$ cat src/rtl/nock_dispatch.sv
// nock_dispatch: dispatches one formula node to the Nock operator blocks.
// The node's head is decoded as an opcode and the matching operator is
// launched through the shared mux select. The dispatcher then waits for the
// operator's finished pulse, captures its return sys-func/state and hands
// control back to traversal. Faults are reported on a sticky error code.
//
// Node word layout (DATA_W = 2*(NOUN_W+1)):
//   [DATA_W-1]              hed tag (0 = atom, 1 = cell)
//   [DATA_W-2 -: NOUN_W]    hed value (opcode)
//   [NOUN_W]                tel tag
//   [NOUN_W-1:0]            tel value (operand)
//
// Optional feature: define NOCK_DISPATCH_TIMEOUT_EN to abort a WAIT that
// runs for TIMEOUT_CYCLES cycles without a finished pulse (error 8'h03).
module nock_dispatch #(
    parameter int TIMEOUT_CYCLES = 1024,
    parameter int ADDR_W         = 16,
    parameter int NOUN_W         = 31,
    parameter int DATA_W         = 2 * (NOUN_W + 1)
) (
    input  logic              clk_i,
    input  logic              rst_i,
    input  logic              disp_start_i,
    input  logic [ADDR_W-1:0] disp_address_i,
    input  logic [DATA_W-1:0] disp_data_i,
    output logic [2:0]        mux_sel_o,
    output logic [ADDR_W-1:0] child_address_o,
    output logic [DATA_W-1:0] child_data_o,
    input  logic              child_finished_i,
    input  logic [3:0]        child_return_sys_func_i,
    input  logic [3:0]        child_return_state_i,
    input  logic [7:0]        child_error_i,
    output logic              disp_busy_o,
    output logic              disp_done_o,
    output logic [3:0]        ret_sys_func_o,
    output logic [3:0]        ret_state_o,
    output logic [7:0]        disp_error_o
);

    localparam logic [2:0] MUX_TRAVERSAL = 3'd0;
    localparam logic [2:0] MUX_CELL      = 3'd1;
    localparam logic [2:0] MUX_INCR      = 3'd2;
    localparam logic [2:0] MUX_EQUAL     = 3'd3;
    localparam logic       TAG_ATOM      = 1'b0;

    localparam logic [7:0] ERR_NONE      = 8'h00;
    localparam logic [7:0] ERR_OPCODE    = 8'h01;
    localparam logic [7:0] ERR_HED_CELL  = 8'h02;
    localparam logic [7:0] ERR_TIMEOUT   = 8'h03;
    localparam logic [7:0] ERR_CHILD     = 8'h04;

    typedef enum logic [1:0] {
        S_IDLE   = 2'd0,
        S_DECODE = 2'd1,
        S_WAIT   = 2'd2,
        S_ERROR  = 2'd3
    } state_e;

    state_e              state_q,   state_d;
    logic [2:0]          mux_sel_q, mux_sel_d;
    logic [ADDR_W-1:0]   caddr_q,   caddr_d;
    logic [DATA_W-1:0]   cdata_q,   cdata_d;
    logic                busy_q,    busy_d;
    logic                done_q,    done_d;
    logic [3:0]          ret_sf_q,  ret_sf_d;
    logic [3:0]          ret_st_q,  ret_st_d;
    logic [7:0]          err_q,     err_d;

    logic                hed_tag_s;
    logic [NOUN_W-1:0]   hed_s;

`ifdef NOCK_DISPATCH_TIMEOUT_EN
    localparam int CNT_W = $clog2(TIMEOUT_CYCLES + 1);
    // Counts completed WAIT cycles; saturates at TIMEOUT_CYCLES.
    logic [CNT_W-1:0]    tmo_cnt_q, tmo_cnt_d;
    logic [CNT_W-1:0]    tmo_inc_s;
    assign tmo_inc_s = tmo_cnt_q + CNT_W'(1);
`endif

    // Opcode is decoded from the latched node, never from the live input.
    assign hed_tag_s = cdata_q[DATA_W-1];
    assign hed_s     = cdata_q[DATA_W-2 -: NOUN_W];

    // Next-state and next-output logic for the dispatch sequence.
    always_comb begin
        state_d   = state_q;
        mux_sel_d = mux_sel_q;
        caddr_d   = caddr_q;
        cdata_d   = cdata_q;
        busy_d    = busy_q;
        done_d    = 1'b0;
        ret_sf_d  = ret_sf_q;
        ret_st_d  = ret_st_q;
        err_d     = err_q;
`ifdef NOCK_DISPATCH_TIMEOUT_EN
        tmo_cnt_d = tmo_cnt_q;
`endif
        case (state_q)
            S_IDLE: begin
                mux_sel_d = MUX_TRAVERSAL;
                if (disp_start_i) begin
                    caddr_d = disp_address_i;
                    cdata_d = disp_data_i;
                    busy_d  = 1'b1;
                    state_d = S_DECODE;
                end else begin
                    busy_d  = 1'b0;
                end
            end
            S_DECODE: begin
`ifdef NOCK_DISPATCH_TIMEOUT_EN
                tmo_cnt_d = '0;
`endif
                if (hed_tag_s != TAG_ATOM) begin
                    err_d   = ERR_HED_CELL;
                    state_d = S_ERROR;
                end else if (hed_s == NOUN_W'(32'd3)) begin
                    mux_sel_d = MUX_CELL;
                    state_d   = S_WAIT;
                end else if (hed_s == NOUN_W'(32'd4)) begin
                    mux_sel_d = MUX_INCR;
                    state_d   = S_WAIT;
                end else if (hed_s == NOUN_W'(32'd5)) begin
                    mux_sel_d = MUX_EQUAL;
                    state_d   = S_WAIT;
                end else begin
                    err_d   = ERR_OPCODE;
                    state_d = S_ERROR;
                end
            end
            S_WAIT: begin
                // Finish has priority over a simultaneous error or timeout.
                if (child_finished_i) begin
                    ret_sf_d  = child_return_sys_func_i;
                    ret_st_d  = child_return_state_i;
                    mux_sel_d = MUX_TRAVERSAL;
                    done_d    = 1'b1;
                    busy_d    = 1'b0;
                    state_d   = S_IDLE;
                end else if (child_error_i != ERR_NONE) begin
                    err_d     = ERR_CHILD;
                    mux_sel_d = MUX_TRAVERSAL;
                    state_d   = S_ERROR;
`ifdef NOCK_DISPATCH_TIMEOUT_EN
                end else if (tmo_inc_s == CNT_W'(TIMEOUT_CYCLES)) begin
                    err_d     = ERR_TIMEOUT;
                    mux_sel_d = MUX_TRAVERSAL;
                    state_d   = S_ERROR;
                end else begin
                    if (tmo_cnt_q != CNT_W'(TIMEOUT_CYCLES)) begin
                        tmo_cnt_d = tmo_inc_s;
                    end else begin
                        tmo_cnt_d = tmo_cnt_q;
                    end
                end
`else
                end else begin
                    state_d = S_WAIT;
                end
`endif
            end
            S_ERROR: begin
                // Sticky until reset: operators stay parked, requests ignored.
                mux_sel_d = MUX_TRAVERSAL;
                busy_d    = 1'b1;
                state_d   = S_ERROR;
            end
            default: begin
                mux_sel_d = MUX_TRAVERSAL;
                busy_d    = 1'b0;
                state_d   = S_IDLE;
            end
        endcase
    end

    // State and output registers; reset drops the operator code at once.
    always_ff @(posedge clk_i or posedge rst_i) begin
        if (rst_i) begin
            state_q   <= S_IDLE;
            mux_sel_q <= MUX_TRAVERSAL;
            caddr_q   <= '0;
            cdata_q   <= '0;
            busy_q    <= 1'b0;
            done_q    <= 1'b0;
            ret_sf_q  <= 4'd0;
            ret_st_q  <= 4'd0;
            err_q     <= ERR_NONE;
`ifdef NOCK_DISPATCH_TIMEOUT_EN
            tmo_cnt_q <= '0;
`endif
        end else begin
            state_q   <= state_d;
            mux_sel_q <= mux_sel_d;
            caddr_q   <= caddr_d;
            cdata_q   <= cdata_d;
            busy_q    <= busy_d;
            done_q    <= done_d;
            ret_sf_q  <= ret_sf_d;
            ret_st_q  <= ret_st_d;
            err_q     <= err_d;
`ifdef NOCK_DISPATCH_TIMEOUT_EN
            tmo_cnt_q <= tmo_cnt_d;
`endif
        end
    end

    assign mux_sel_o       = mux_sel_q;
    assign child_address_o = caddr_q;
    assign child_data_o    = cdata_q;
    assign disp_busy_o     = busy_q;
    assign disp_done_o     = done_q;
    assign ret_sys_func_o  = ret_sf_q;
    assign ret_state_o     = ret_st_q;
    assign disp_error_o    = err_q;

endmodule

$ cat config.mk
export PLATFORM = sky130hd
export DESIGN_NAME = nock_dispatch
export DESIGN_NICKNAME = d
export VERILOG_FILES = /design/src/rtl/nock_dispatch.sv
export SDC_FILE = /design/constraint.sdc
export NUM_CORES = 1
export LEC_CHECK = 0
export BUFFER_PORTS_ARGS = -buffer_cell sky130_fd_sc_hd__buf_2
export CAP_MARGIN = 15
export CORE_ASPECT_RATIO = 1.4
export CORE_UTILIZATION = 30
export CTS_BUF_LIST = sky130_fd_sc_hd__clkbuf_8
export DETAILED_ROUTE_END_ITERATION = 6
export HOLD_SLACK_MARGIN = 0.02
export PLACE_DENSITY = 0.67
export REMOVE_ABC_BUFFERS = 1
export SLEW_MARGIN = 10
export SYNTH_ARGS = -nofsm -noshare
export SYNTH_HDL_FRONTEND = slang
export SYNTH_SLANG_ARGS = --single-unit
$ cat constraint.sdc
create_clock -name clk_i -period 5 [get_ports clk_i]
set_input_delay 0.5 -clock clk_i [delete_from_list [all_inputs] [get_ports clk_i]]
set_output_delay 0.5 -clock clk_i [all_outputs]
set_load 0.03 [all_outputs]
Yosys cells after proc, flatten, opt, wreduce, memory -nomap -nowiden
Index checks and enable logic that the tools add are counted.

Bits in writable memories: 0. Memories kept: 0. Register bits: 103. Input port bits: 100. Memory bits (read-only): 0. Output and inout bits: 101. Logic and storage cells: 62. Latch bits: 0.

Bitwise gates (word level): 0. Multiply operators: 0. Order comparisons: 0. Add/sub/neg operators: 0. Reductions and logical operators: 10. Shift-type cells: 0. Muxes and demuxes: 27. Equality and inequality tests: 16. Divide/modulo/power cells: 0.

Operators with widths (number): $eq A31 B3 Y1 const B (2); $mux W8 (6); $eq A31 B2 Y1 const B (1); $mux W3 (6); $pmux W8 S2 (1); $ne A3 B3 Y1 const B (4); $ne A2 B2 Y1 const B (5); $mux W1 (9); $pmux W3 S3 (1); $pmux W2 S4 (1); $reduce_bool A8 Y1 (1); $reduce_and A2 Y1 (3); $reduce_and A6 Y1 (1); $eq A2 B2 Y1 const B (2); $mux W2 (2); $ne A4 B4 Y1 const B (1); $pmux W1 S3 (1); $reduce_and A3 Y1 (1); $reduce_bool A3 Y1 (1); $eq A2 B1 Y1 const B (1); $logic_not A2 Y1 (1); $reduce_bool A2 Y1 (1); $reduce_or A2 Y1 (1).

Depth between registers and ports, before layout
Gate-level depths: netlist of the first run.

Depth in word-level cells: 6. Gate-level depth with buffers: 7. Depth with buffers taken out: 4.

Least setup slack after synthesis of the first run
Ideal clock, no wire load.

Path kind: reg2reg. From: reg cdata_q[58] (netlist: child_data_o[58]). To: reg mux_sel_q[1] (netlist: mux_sel_o[1]). Stages on the path, launching flop included: 5. Arrival: 1.618 ns. Buffers on the path: 0. Path slack: 3.300 ns. Period minus slack after synthesis: 1.700 ns. Required time: 4.918 ns. Library setup time: 0.082 ns. Path through: dfrtp_1 -> nor4_2 -> nand4_2 -> or4_4 -> o22ai_1.

Cells in the longest elaborated chain, start to end: 5. Elaborated cells on any way between the ends: 9. Classes of those cells: eq/ne: 4; mux: 4; reduce/logical: 1.

Ends and longest elaborated chain: start: declaration (RTL line 62) `logic [DATA_W-1:0] cdata_q, cdata_d;`; start signal: assignment (RTL line 195) `cdata_q <= cdata_d;`; $eq A31 B3 Y1 (RTL line 120) `end else if (hed_s == NOUN_W'(32'd4)) begin`; $mux W3 (RTL line 120); $mux W3 (RTL line 117) `end else if (hed_s == NOUN_W'(32'd3)) begin`; $mux W3 (RTL line 114) `if (hed_tag_s != TAG_ATOM) begin`; $pmux W3 S3 (RTL line 98) `case (state_q)`; end signal: assignment (RTL line 193) `mux_sel_q <= mux_sel_d;`; end: declaration (RTL line 60) `logic [2:0] mux_sel_q, mux_sel_d;`.

Several ways; a longest one is shown, not always the timed one. The select of a mux whose other input is x is not followed. A chain may end at the register's enable or synchronous reset.

Final worst setup path of the first run
From: reg state_q[1]. To: reg cdata_q[19] (netlist: child_data_o[19]).

Cells in the longest elaborated chain, start to end: 2.

Ends and longest elaborated chain: start: declaration (RTL line 59) `state_e state_q, state_d;`; start signal: assignment (RTL line 192) `state_q <= state_d;`; $logic_not A2 Y1 (RTL line 98); $reduce_and A2 Y1 (no line).

No other way between the ends.

==> results by group, run 1 <==
Clock tree
  – Latest clock arrival within the worst-skew pair: 360 ps
  – TritonCTS clock tree: built
  – Root buf cell: clkbuf_8
  – Reg clk slew, reported paths: 90 ps
  – CTS Sinks: slightly below 100
  – CTS Hold Bufs: 0
  – Max clock buf depth: 2
  – Resized Gates After CTS: 0
  – CTS Buf Count: 9
  – H-Tree Depth: 3
  – # Post-CTS Setup Buffers: 0

Timing
  – Fmax: about 420 MHz
  – Max transition margin: 0.4032
  – Final setup fails: 0
  – Clock Skew: 8.290 ps
  – Worst hold slack: 190.0 ps
  – RSZ-0062 raised after global routing: no
  – Fin worst setup slack: ~2600 ps
  – Post-route minimum period: 2370 ps
  – Setup TNS: 0 ps
  – Crit share post-route: 0.4740
  – Worst slew pin tran: about 900 ps
  – Pins Over Slew Limit: 0
  – Final hold vios: 0

Placement
  – Placed cells: between 600 and 700
  – DP HPWL: 6.789 mm
  – Final GP Congestion: 0.7101
  – Port bufs: 194
  – Worst slack, placed: 2449 ps
  – DP Area: 4966 um2

Drt
  – Mean routed wirelength per cell: 14.51 um
  – Drc violations: 22
  – DR vias/cell: 4.552
  – Drt pass-1 iters: 6
  – Final WL: roughly 9 mm
  – Antenna viol nets, final: 0
  – Initial DRC Count: 80
  – Vias: between 2,000 and 3,000

Worst hold path
  – Tightest Hold Check Type: input port to async pin

Floorplanning
  – Initial Util: 0.3103
  – Row count: 48
  – Core area: 12,430 um2
  – Die W: around 98 um
  – Die span in y: between 100 and 150 um
  – Ports: around 200
  – Die ar.: between 10,000 and 15,000 um2

GRT
  – Vias in the first global route: 2,919
  – Total global-route track usage: 0.1364
  – GRT overflow: 0
  – First-pass GRT wire length: roughly 14 mm
  – Initial antenna violation count: 0
  – Largest net degree at the start of global routing: just under 70

Synthesis
  – Post-synth top area cell: dfrtp_1
  – Synthesis-stage register bit count: just under 100
  – Synth Flop Type: dfrtp_1
  – Synth cell types: 33
  – Async set-reset flop share out of synthesis: 1.000
  – Yosys warns: 0
  – Sequential share of the synthesized area: 0.6293
  – Syn Inst Count: 269
  – Cell area after synthesis: 3857 um2
  – Ranking of synthesized cells by area: dfrtp_1, mux2_1, nand2_1, nor4_2, buf_2
  – Synth cell count leaders: dfrtp_1, mux2_1, nand2_1
  – Most common cell in the netlist: dfrtp_1
  – Share of the synthesized area in the top cell type: 0.6293
  – Syn avg cell area: 14.34 um2
  – EDFF count, synth: 0

Finish
  – Filler Cells Inserted: roughly 1,200
  – # diodes: 0
  – Area of the multi-input gates: between 1000 and 1500 um2
  – FF/Latch Area: roughly 2400 um2
  – Nets: 565
  – Synth-to-Final Area Change: 33.15%
  – Post-route insts no fill: 620
  – Util after Layout: 0.4131
  – Final instance area: 5136 um2
  – Layout cells sized above 1: 0.4660

Setup path
  – Worst setup EP type: register
  – Max FO, Critical Path: ~70
  – Setup Crit Path Kind: register to register
  – Crit path launch type: register
  – Worst Path Required: roughly 5200 ps
  – Arrival time worst endpoint: around 2600 ps

Outcome
  – Failing checks: DRC
  – Outcome: finished, violations left

Power
  – P_leak: 2.688 nW
  – Pwr dens: 410.3 nW/um2
  – Maximum vdd drop: 0.1637 mV
  – Total power: 2.108 mW

Job
  – Max-cap viol count: 0
[area by class of cell]
cell class | count | share of cell area
clock inverter | 7 | 0.009013
clock buffer | 9 | 0.02412
sequential | 97 | 0.4726
tap | 150 | 0.03654
inverter | 4 | 0.003410
multi-input combinational | 157 | 0.2624
timing repair buffer | 196 | 0.1920
[placed cells by master, fill, tap and decap left out, types with 2 or more instances in the layout]
cell type,instances
buf_4,2
dfrtp_1,97
mux2_1,80
inv_1,4
nor4_1,6
a21o_1,3
nand2_1,28
o31ai_1,2
nor4_2,4
nor3_1,2
nand2b_1,2
buf_2,194
o22ai_1,2
inv_6,2
conb_1,6
nand3b_1,2
o21ai_0,3
nor2b_1,2
clkbuf_8,9
[critical path, cell delays in order (launching register included)]
cell     delay [ps]
dfrtp_1         450
nor2b_1         170
nor2b_4         410
buf_4           740
mux2_1          400
[power by group]
| part | internal (mW) | switching [mW] | leakage (nW) | total, mW |
|---|---|---|---|---|
| registers | 0.924 | 0.0901 | 1.20 | 1.01 |
| clock network | 0.181 | 0.272 | 0.0926 | 0.453 |
| logic | 0.207 | 0.434 | 1.40 | 0.641 |
[registers in the layout (all words and copies together), names as in the netlist]
name	cells
ret_state_o	4
ret_sys_func_o	4
disp_done_o	1
child_data_o	64
disp_error_o	3
mux_sel_o	2
child_address_o	16
disp_busy_o	1
state_q	2
[final timing paths]
kind | from | to | slack, ps | cells after the start
max | state_q[1] | child_data_o[19] | 2630 | 4
min | rst_i | child_data_o[4] | 190 | 2
max reg2reg | state_q[1] | child_data_o[19] | 2630 | 4
min reg2reg | ret_state_o[2] | ret_state_o[2] | 480 | 2
max in group asynchronous | rst_i | child_data_o[44] | 3690 | 3
min in group clk_i | child_return_state_i[0] | ret_state_o[0] | 330 | 3
[cell families (layout without fill, tap and decap cells)]
logic type	Yosys count	count (layout)	share of synthesized area
DFF	97	97	0.6293
muxes	80	80	0.2335
and+or+nand+nor	54	54	0.07817
buffers and inverters	20	216	0.02822
AOI/OAI and AO/OA	16	16	0.02757
other	1	6	0.0009721
xor gates and xnor gates	1	1	0.002271
[per-layer routing]
layer / global-route usage / share of wire / wire, um
met5: 0 / 0 / 0
met2: 0.2426 / 0.53 / 4806
met1: 0.1530 / 0.40 / 3561
met3: 0.04113 / 0.055 / 499
met4: 0.05135 / 0.015 / 132
No activity file was read; power rests on OpenSTA's default activity.
==> inputs of run 2 (changes only) <==
==> constraint.sdc (replaced) <==
create_clock -name clk_i -period 2.2 [get_ports clk_i]
set_input_delay 0.22 -clock clk_i [delete_from_list [all_inputs] [get_ports clk_i]]
set_output_delay 0.22 -clock clk_i [all_outputs]
set_load 0.03 [all_outputs]
==> run 2 against run 1 <==
Largest power group unchanged; clock-buffer cell count unchanged; the flow still finishes with violations (DRC); cell count up 0.81%; critical path depth unchanged; sequential share of layout area down 0.76 points; register-to-register slack worse by 2200 ps; highest routed layer unchanged; combinational power up 130%.
==> results by group, run 2 (same netlist as run 1, synthesis figures left out) <==
Timing
  – RSZ-0062 raised after global routing: no
  – Final setup fails: 0 (unchanged)
  – Post-route minimum period: 1724 ps (-645.6 ps)
  – Pins Over Slew Limit: 0 (unchanged)
  – Worst hold slack: 47.56 ps (-142.4 ps)
  – Clock Skew: 8.682 ps (+0.3919 ps)
  – Fmax: 580.0 MHz (+37%)
  – Crit share post-route: 0.7837 (+0.3098)
  – Worst slew pin tran: 522.5 ps (-372.8 ps)
  – Max transition margin: 0.6517 (+0.2485)
  – Fin worst setup slack: 475.8 ps (-2154 ps)
  – Final hold vios: 0 (unchanged)

Floorplanning
  – Die ar.: 13,320 um2 (unchanged)
  – Row count: 48 (unchanged)
  – Die W: 97.84 um (unchanged)
  – Core area: 12,430 um2 (unchanged)
  – Ports: 201 (unchanged)
  – Initial Util: 0.3103 (unchanged)
  – Die span in y: 136.2 um (unchanged)

Drt
  – Drt pass-1 iters: 6 (unchanged)
  – Drc violations: 44 (+100%)
  – Initial DRC Count: 93 (+16%)
  – DR vias/cell: 4.586 (+0.75%)
  – Mean routed wirelength per cell: 14.53 um (+0.13%)
  – Final WL: 9.083 mm (+0.93%)
  – Vias: 2,866 (+1.6%)
  – Antenna viol nets, final: 0 (unchanged)

Placement
  – Placed cells: 605 (+0.17%)
  – Worst slack, placed: 480.9 ps (-1968 ps)
  – Port bufs: 194 (unchanged)
  – DP HPWL: 6.713 mm (-1.1%)
  – Final GP Congestion: 0.7667 (+8.0%)
  – DP Area: 4999 um2 (+0.66%)

GRT
  – Total global-route track usage: 0.1405 (+0.004122)
  – Initial antenna violation count: 1 (+1)
  – GRT overflow: 0 (unchanged)
  – Largest net degree at the start of global routing: 98 (+42%)
  – Vias in the first global route: 2,986 (+2.3%)
  – First-pass GRT wire length: 14.53 mm (+3.7%)

Clock tree
  – Max clock buf depth: 2 (unchanged)
  – Reg clk slew, reported paths: 90 ps (about the same)
  – CTS Sinks: 97 (unchanged)
  – Resized Gates After CTS: 0 (unchanged)
  – Root buf cell: clkbuf_8
  – H-Tree Depth: 3 (unchanged)
  – TritonCTS clock tree: built
  – CTS Buf Count: 9 (unchanged)
  – Latest clock arrival within the worst-skew pair: 360 ps (about the same)

Setup path
  – Slowest stage delay, CP: 530 ps (-210 ps)
  – Max FO, Critical Path: 5 (-93%)
  – Worst path slowest cell: or4_4
  – Reg-to-reg critical path startpoint: child_data_o[55]
  – Worst setup EP type: register
  – FF-to-FF End: mux_sel_o[1]
  – Arrival time worst endpoint: 2010 ps (-600 ps)
  – Worst Path Required: 2480 ps (-2760 ps)
  – Crit path launch type: register
  – CP bufs+invs: 0 (-1)
  – Cell family contributing the most delay on the critical path: simple AND/OR/NAND/NOR gates
  – CP Cell Sequence: nor4_2, nand4_2, or4_4, o22ai_1
  – Setup Crit Path Kind: register to register
  – R2R cell count: 4 (unchanged)
  – Internal reg-to-reg setup slack: 480 ps (-2150 ps)

Finish
  – Synth-to-Final Area Change: 35.32%
  – Most common cell after layout, fill and taps aside: buf_2
  – Filler Cells Inserted: 1,189 (-2.9%)
  – Nets: 569 (+0.71%)
  – Post-route insts no fill: 625 (+0.81%)
  – Final instance area: 5220 um2 (+1.6%)
  – Commonest cells after routing, fill and taps aside: buf_2, dfrtp_1, mux2_1, nand2_1, clkbuf_8
  – Layout cells sized above 1: 0.4620 (-0.003932)
  – Largest register FFs: 64 (unchanged)
  – Util after Layout: 0.4199 (+0.006743)

Worst hold path
  – Tightest Hold Check Type: input port to register
  – Cell count of the worst hold path: 3
  – Hold endpoint: ret_state_o[0]
  – Min-delay src: child_return_state_i[0]

Power
  – Pwr dens: 938.9 nW/um2 (+130%)
  – Maximum vdd drop: 0.3714 mV (+130%)
  – P_leak: 2.720 nW (+1.2%)

Job
  – Max-cap viol count: 0 (unchanged)

Outcome
  – Failing checks: DRC
  – Outcome: finished, violations left
run 2: worst max-delay path by stage:
stage	cells after the start	slack, ps	startpoint	to
floorplan	3	-2620	state_q[1]	child_address_o[0]
global placement	4	460	child_data_o[35]	mux_sel_o[1]
detailed placement	4	480	child_data_o[55]	mux_sel_o[1]
CTS	4	450	child_data_o[55]	mux_sel_o[1]
global route	4	320	child_data_o[48]	mux_sel_o[0]
finish	4	480	child_data_o[55]	mux_sel_o[1]
run 2: per-stage QoR:
stage	TNS (ps)	total power, mW
CTS	0	4.989
detailed placement	0	3.826
global route	0	5.161
global placement	0	3.782
floorplan	-265750	3.277
finish	0	4.901
run 2: what timing repair did:
action | in CTS | in global routing
setup buffers | 0 | 0
hold buffers | 3 | 0
endpoints found under the hold margin | 99 | 0
run 2: metal layers:
| layer | part of all wire | GRT usage | routed length, um | vias up |
|---|---|---|---|---|
| met4 | 0.027 | 0.07997 | 243 | 0 |
| met5 | 0 | 0 | 0 | - |
| met3 | 0.056 | 0.02468 | 506 | 17 |
| met2 | 0.53 | 0.2445 | 4771 | 113 |
| li1 | - | - | - | 1330 |
| met1 | 0.39 | 0.1629 | 3562 | 1406 |
run 2: final cells by class:
type / instances / area, um2 / share of cell area
well taps: 150 / 187.7 / 0.03595
repair buffers: 200 / 1049 / 0.2009
clock buffers: 9 / 123.9 / 0.02373
inverters: 4 / 17.52 / 0.003356
diodes: 1 / 2.502 / 0.0004794
flip-flops and latches: 97 / 2427 / 0.4650
clock inverters: 7 / 65.06 / 0.01246
multi-input cells: 157 / 1348 / 0.2581
run 2: tightest hold or removal path, cell delays in order:
cell and delay (ps):
buf_2 80, nand2_1 40, nand2_1 50
run 2: power by group:
part / switching (mW) / leakage (nW) / internal [mW]
Sequential: 0.205 / 1.20 / 2.10
Clock: 0.615 / 0.0992 / 0.516
Combinational: 0.989 / 1.42 / 0.477
Total: 1.81 / 2.72 / 3.09
==> inputs of run 3 (changes only) <==
--- a/config.mk
+++ b/config.mk
@@ -5,6 +5,7 @@
 export SDC_FILE = /design/constraint.sdc
 export NUM_CORES = 1
 export LEC_CHECK = 0
+export ABC_AREA = 1
 export BUFFER_PORTS_ARGS = -buffer_cell sky130_fd_sc_hd__buf_2
 export CAP_MARGIN = 15
 export CORE_ASPECT_RATIO = 1.4
@@ -12,7 +13,7 @@
 export CTS_BUF_LIST = sky130_fd_sc_hd__clkbuf_8
 export DETAILED_ROUTE_END_ITERATION = 6
 export HOLD_SLACK_MARGIN = 0.02
-export PLACE_DENSITY = 0.67
+export PLACE_DENSITY = 0.66
 export REMOVE_ABC_BUFFERS = 1
 export SLEW_MARGIN = 10
 export SYNTH_ARGS = -nofsm -noshare
==> constraint.sdc (replaced) <==
create_clock -name clk_i -period 1.8 [get_ports clk_i]
set_input_delay 0.18 -clock clk_i [delete_from_list [all_inputs] [get_ports clk_i]]
set_output_delay 0.18 -clock clk_i [all_outputs]
set_load 0.03 [all_outputs]
==> run 3 against run 2 <==
The run now ends clean; hold slack better by 1.5 ps; non-clock buffer count up 9; synthesized area up 6.6%; critical path depth up 6; via count up 6.2%; register-to-register slack worse by 150 ps; critical endpoint unchanged; largest cell class unchanged.
==> results by group, run 3 <==
Drt
  – Initial DRC Count: 76 (-18%)
  – Mean routed wirelength per cell: 13.03 um (-10%)
  – Drc violations: 0 (-100%)
  – DR vias/cell: 4.247 (-7.4%)
  – Final WL: 9.339 mm (+2.8%)
  – Vias: 3,045 (+6.2%)
  – Drt pass-1 iters: 4 (-2)
  – Antenna viol nets, final: 0 (unchanged)

Synthesis
  – Syn Inst Count: 320 (+19%)
  – Synthesis-stage register bit count: 97 (unchanged)
  – Syn avg cell area: 12.85 um2 (-10%)
  – EDFF count, synth: 0 (unchanged)
  – Post-synth top area cell: dfrtp_1
  – Synth cell count leaders: dfrtp_1, nand2_1, mux2_4
  – Async set-reset flop share out of synthesis: 1.000 (unchanged)
  – Ranking of synthesized cells by area: dfrtp_1, mux2_4, mux2_2, nand2_1, nor2_1
  – Synth cell types: 21 (-36%)
  – Sequential share of the synthesized area: 0.5904 (-0.03887)
  – Share of the synthesized area in the top cell type: 0.5904 (-0.03887)
  – Most common cell in the netlist: dfrtp_1
  – Synth Flop Type: dfrtp_1
  – Cell area after synthesis: 4111 um2 (+6.6%)
  – Yosys warns: 0 (unchanged)

GRT
  – Total global-route track usage: 0.1320 (-0.008510)
  – First-pass GRT wire length: 14.49 mm (-0.28%)
  – Largest net degree at the start of global routing: 98 (unchanged)
  – Vias in the first global route: 3,133 (+4.9%)
  – GRT overflow: 0 (unchanged)
  – Initial antenna violation count: 0 (-1)

Clock tree
  – # Post-CTS Setup Buffers: 0 (unchanged)
  – CTS Buf Count: 9 (unchanged)
  – Latest clock arrival within the worst-skew pair: 350 ps (about the same)
  – Max clock buf depth: 2 (unchanged)
  – Resized Gates After CTS: 0 (unchanged)
  – Root buf cell: clkbuf_8
  – CTS Hold Bufs: 9 (+6)
  – H-Tree Depth: 3 (unchanged)
  – CTS Sinks: 97 (unchanged)
  – Reg clk slew, reported paths: 100 ps (about the same)
  – TritonCTS clock tree: built

Floorplanning
  – Die ar.: 14,180 um2 (+6.5%)
  – Ports: 201 (unchanged)
  – Core area: 13,390 um2 (+7.7%)
  – Row count: 50 (+4.2%)
  – Die W: 100.9 um (+3.2%)
  – Initial Util: 0.3071 (-0.003183)
  – Die span in y: 140.5 um (+3.2%)

Setup path
  – Setup Crit Path Kind: register to register
  – Arrival time worst endpoint: 1730 ps (-280 ps)
  – Max FO, Critical Path: 5 (unchanged)
  – R2R cell count: 10 (+6)
  – Reg-to-reg critical path startpoint: child_data_o[55]
  – Worst Path Required: 2050 ps (-430 ps)
  – Internal reg-to-reg setup slack: 320 ps (-150 ps)
  – FF-to-FF End: mux_sel_o[1]
  – Worst setup EP type: register
  – Crit path launch type: register

Timing
  – Pins Over Slew Limit: 0 (unchanged)
  – Post-route minimum period: 1478 ps (-246.5 ps)
  – Fmax: 676.7 MHz (+17%)
  – Worst slew pin tran: 516.2 ps (-6.295 ps)
  – RSZ-0062 raised after global routing: no
  – Crit share post-route: 0.8210 (+0.03724)
  – Max transition margin: 0.6559 (+0.004197)
  – Final setup fails: 0 (unchanged)
  – Clock Skew: 3.926 ps (-4.755 ps)
  – Worst hold slack: 49.08 ps (+1.517 ps)
  – Setup TNS: 0 ps (unchanged)
  – Final hold vios: 0 (unchanged)
  – Fin worst setup slack: 322.2 ps (-153.5 ps)

Worst hold path
  – Cell count of the worst hold path: 2 (-1)
  – Tightest Hold Check Type: input port to register
  – Min-delay src: disp_data_i[8]
  – Hold endpoint: child_data_o[8]

Placement
  – Worst slack, placed: 286.9 ps (-194.0 ps)
  – Port bufs: 194 (unchanged)
  – Final GP Congestion: 0.7440 (-3.0%)
  – DP Area: 5271 um2 (+5.5%)
  – DP HPWL: 6.806 mm (+1.4%)

Power
  – Pwr dens: 684.8 nW/um2 (-27%)
  – Maximum vdd drop: 0.3738 mV (+0.64%)
  – Clk pwr share: 0.378 (+0.147)
  – Gate power share: 0.053 (-0.246)
  – Sw frac: 0.2329 (-0.1359)
  – P_int: 2.938 mW (-5.0%)
  – Sequential share of power: 0.569 (+0.099)
  – Switching power: 892.2 uW (-51%)
  – P_leak: 3.402 nW (+25%)

Finish
  – Filler Cells Inserted: 1,341 (+13%)
  – Util after Layout: 0.4178 (-0.002130)
  – Largest register FFs: 64 (unchanged)
  – # diodes: 0 (-1)
  – Final instance area: 5593 um2 (+7.1%)
  – Most common cell after layout, fill and taps aside: buf_2
  – Commonest cells after routing, fill and taps aside: buf_2, dfrtp_1, nand2_1, mux2_4, nor2_1
  – Synth-to-Final Area Change: 36.03%
  – Layout cells sized above 1: 0.5589 (+0.09685)
  – Nets: 630 (+11%)

Outcome
  – Outcome: finished, final reports clean

Job
  – Max-cap viol count: 0 (unchanged)
==> run 3: routing by layer <==
| layer | vias to the layer above | track usage | part of all wire |
|---|---|---|---|
| li1 | 1458 | - | - |
| met3 | 13 | 0.03443 | 0.054 |
| met1 | 1456 | 0.1431 | 0.39 |
| met4 | 0 | 0.05950 | 0.021 |
| met2 | 118 | 0.2372 | 0.53 |
| met5 | - | 0 | 0 |
==> run 3: worst max-delay path by stage <==
| stage | endpoint | slack (ps) | startpoint |
|---|---|---|---|
| after floorplan | child_address_o[15] | -980 | state_q[1] |
| after global routing | mux_sel_o[1] | 80 | child_data_o[56] |
| after detailed placement | mux_sel_o[1] | 290 | child_data_o[55] |
| final | mux_sel_o[1] | 320 | child_data_o[55] |
| after CTS | mux_sel_o[1] | 260 | child_data_o[55] |
| after global placement | mux_sel_o[0] | 330 | child_data_o[55] |
==> run 3: critical path, stage by stage, from the launching register on <==
cell	delay [ps]
dfrtp_1	410
nor2_1	110
nand2_1	60
nor2_1	150
nand2_1	130
nor2_1	160
nor2_1	80
nand2_2	80
nand2_1	70
nand2_1	80
nand2_1	40
==> run 3: area by class of cell <==
cell class	count	area, um2	area share
clock inverters	7	77.57	0.01387
flip-flops and latches	97	2427	0.4340
clock buffers	9	123.9	0.02215
multi-input cells	202	1541	0.2756
well taps	182	227.7	0.04072
inverters	11	43.79	0.007830
repair buffers	209	1151	0.2058
==> run 3: metrics by stage <==
step,total power [mW],cells
6_report,3.830,717
3_3_place_gp,2.405,689
2_1_floorplan,2.279,310
4_1_cts,3.900,714
3_5_place_dp,2.410,689
5_1_grt,4.014,717
==> run 3: kinds of logic after synthesis <==
family,share of synthesized area
buf+inv,0.04108
flops,0.5904
compound gates,0.01339
other cells,0.0009121
mux,0.2492
simple gates,0.1050
==> run 3: power by group through the flow <==
| stage | Clock (mW) | Combinational, mW | Sequential (mW) |
|---|---|---|---|
| finish | 1.45 | 0.203 | 2.18 |
| CTS | 1.52 | 0.203 | 2.18 |
| detailed placement | 0 | 0.188 | 2.22 |
| floorplan | 0 | 0.0546 | 2.22 |
| global route | 1.61 | 0.228 | 2.18 |
| global placement | 0 | 0.182 | 2.22 |
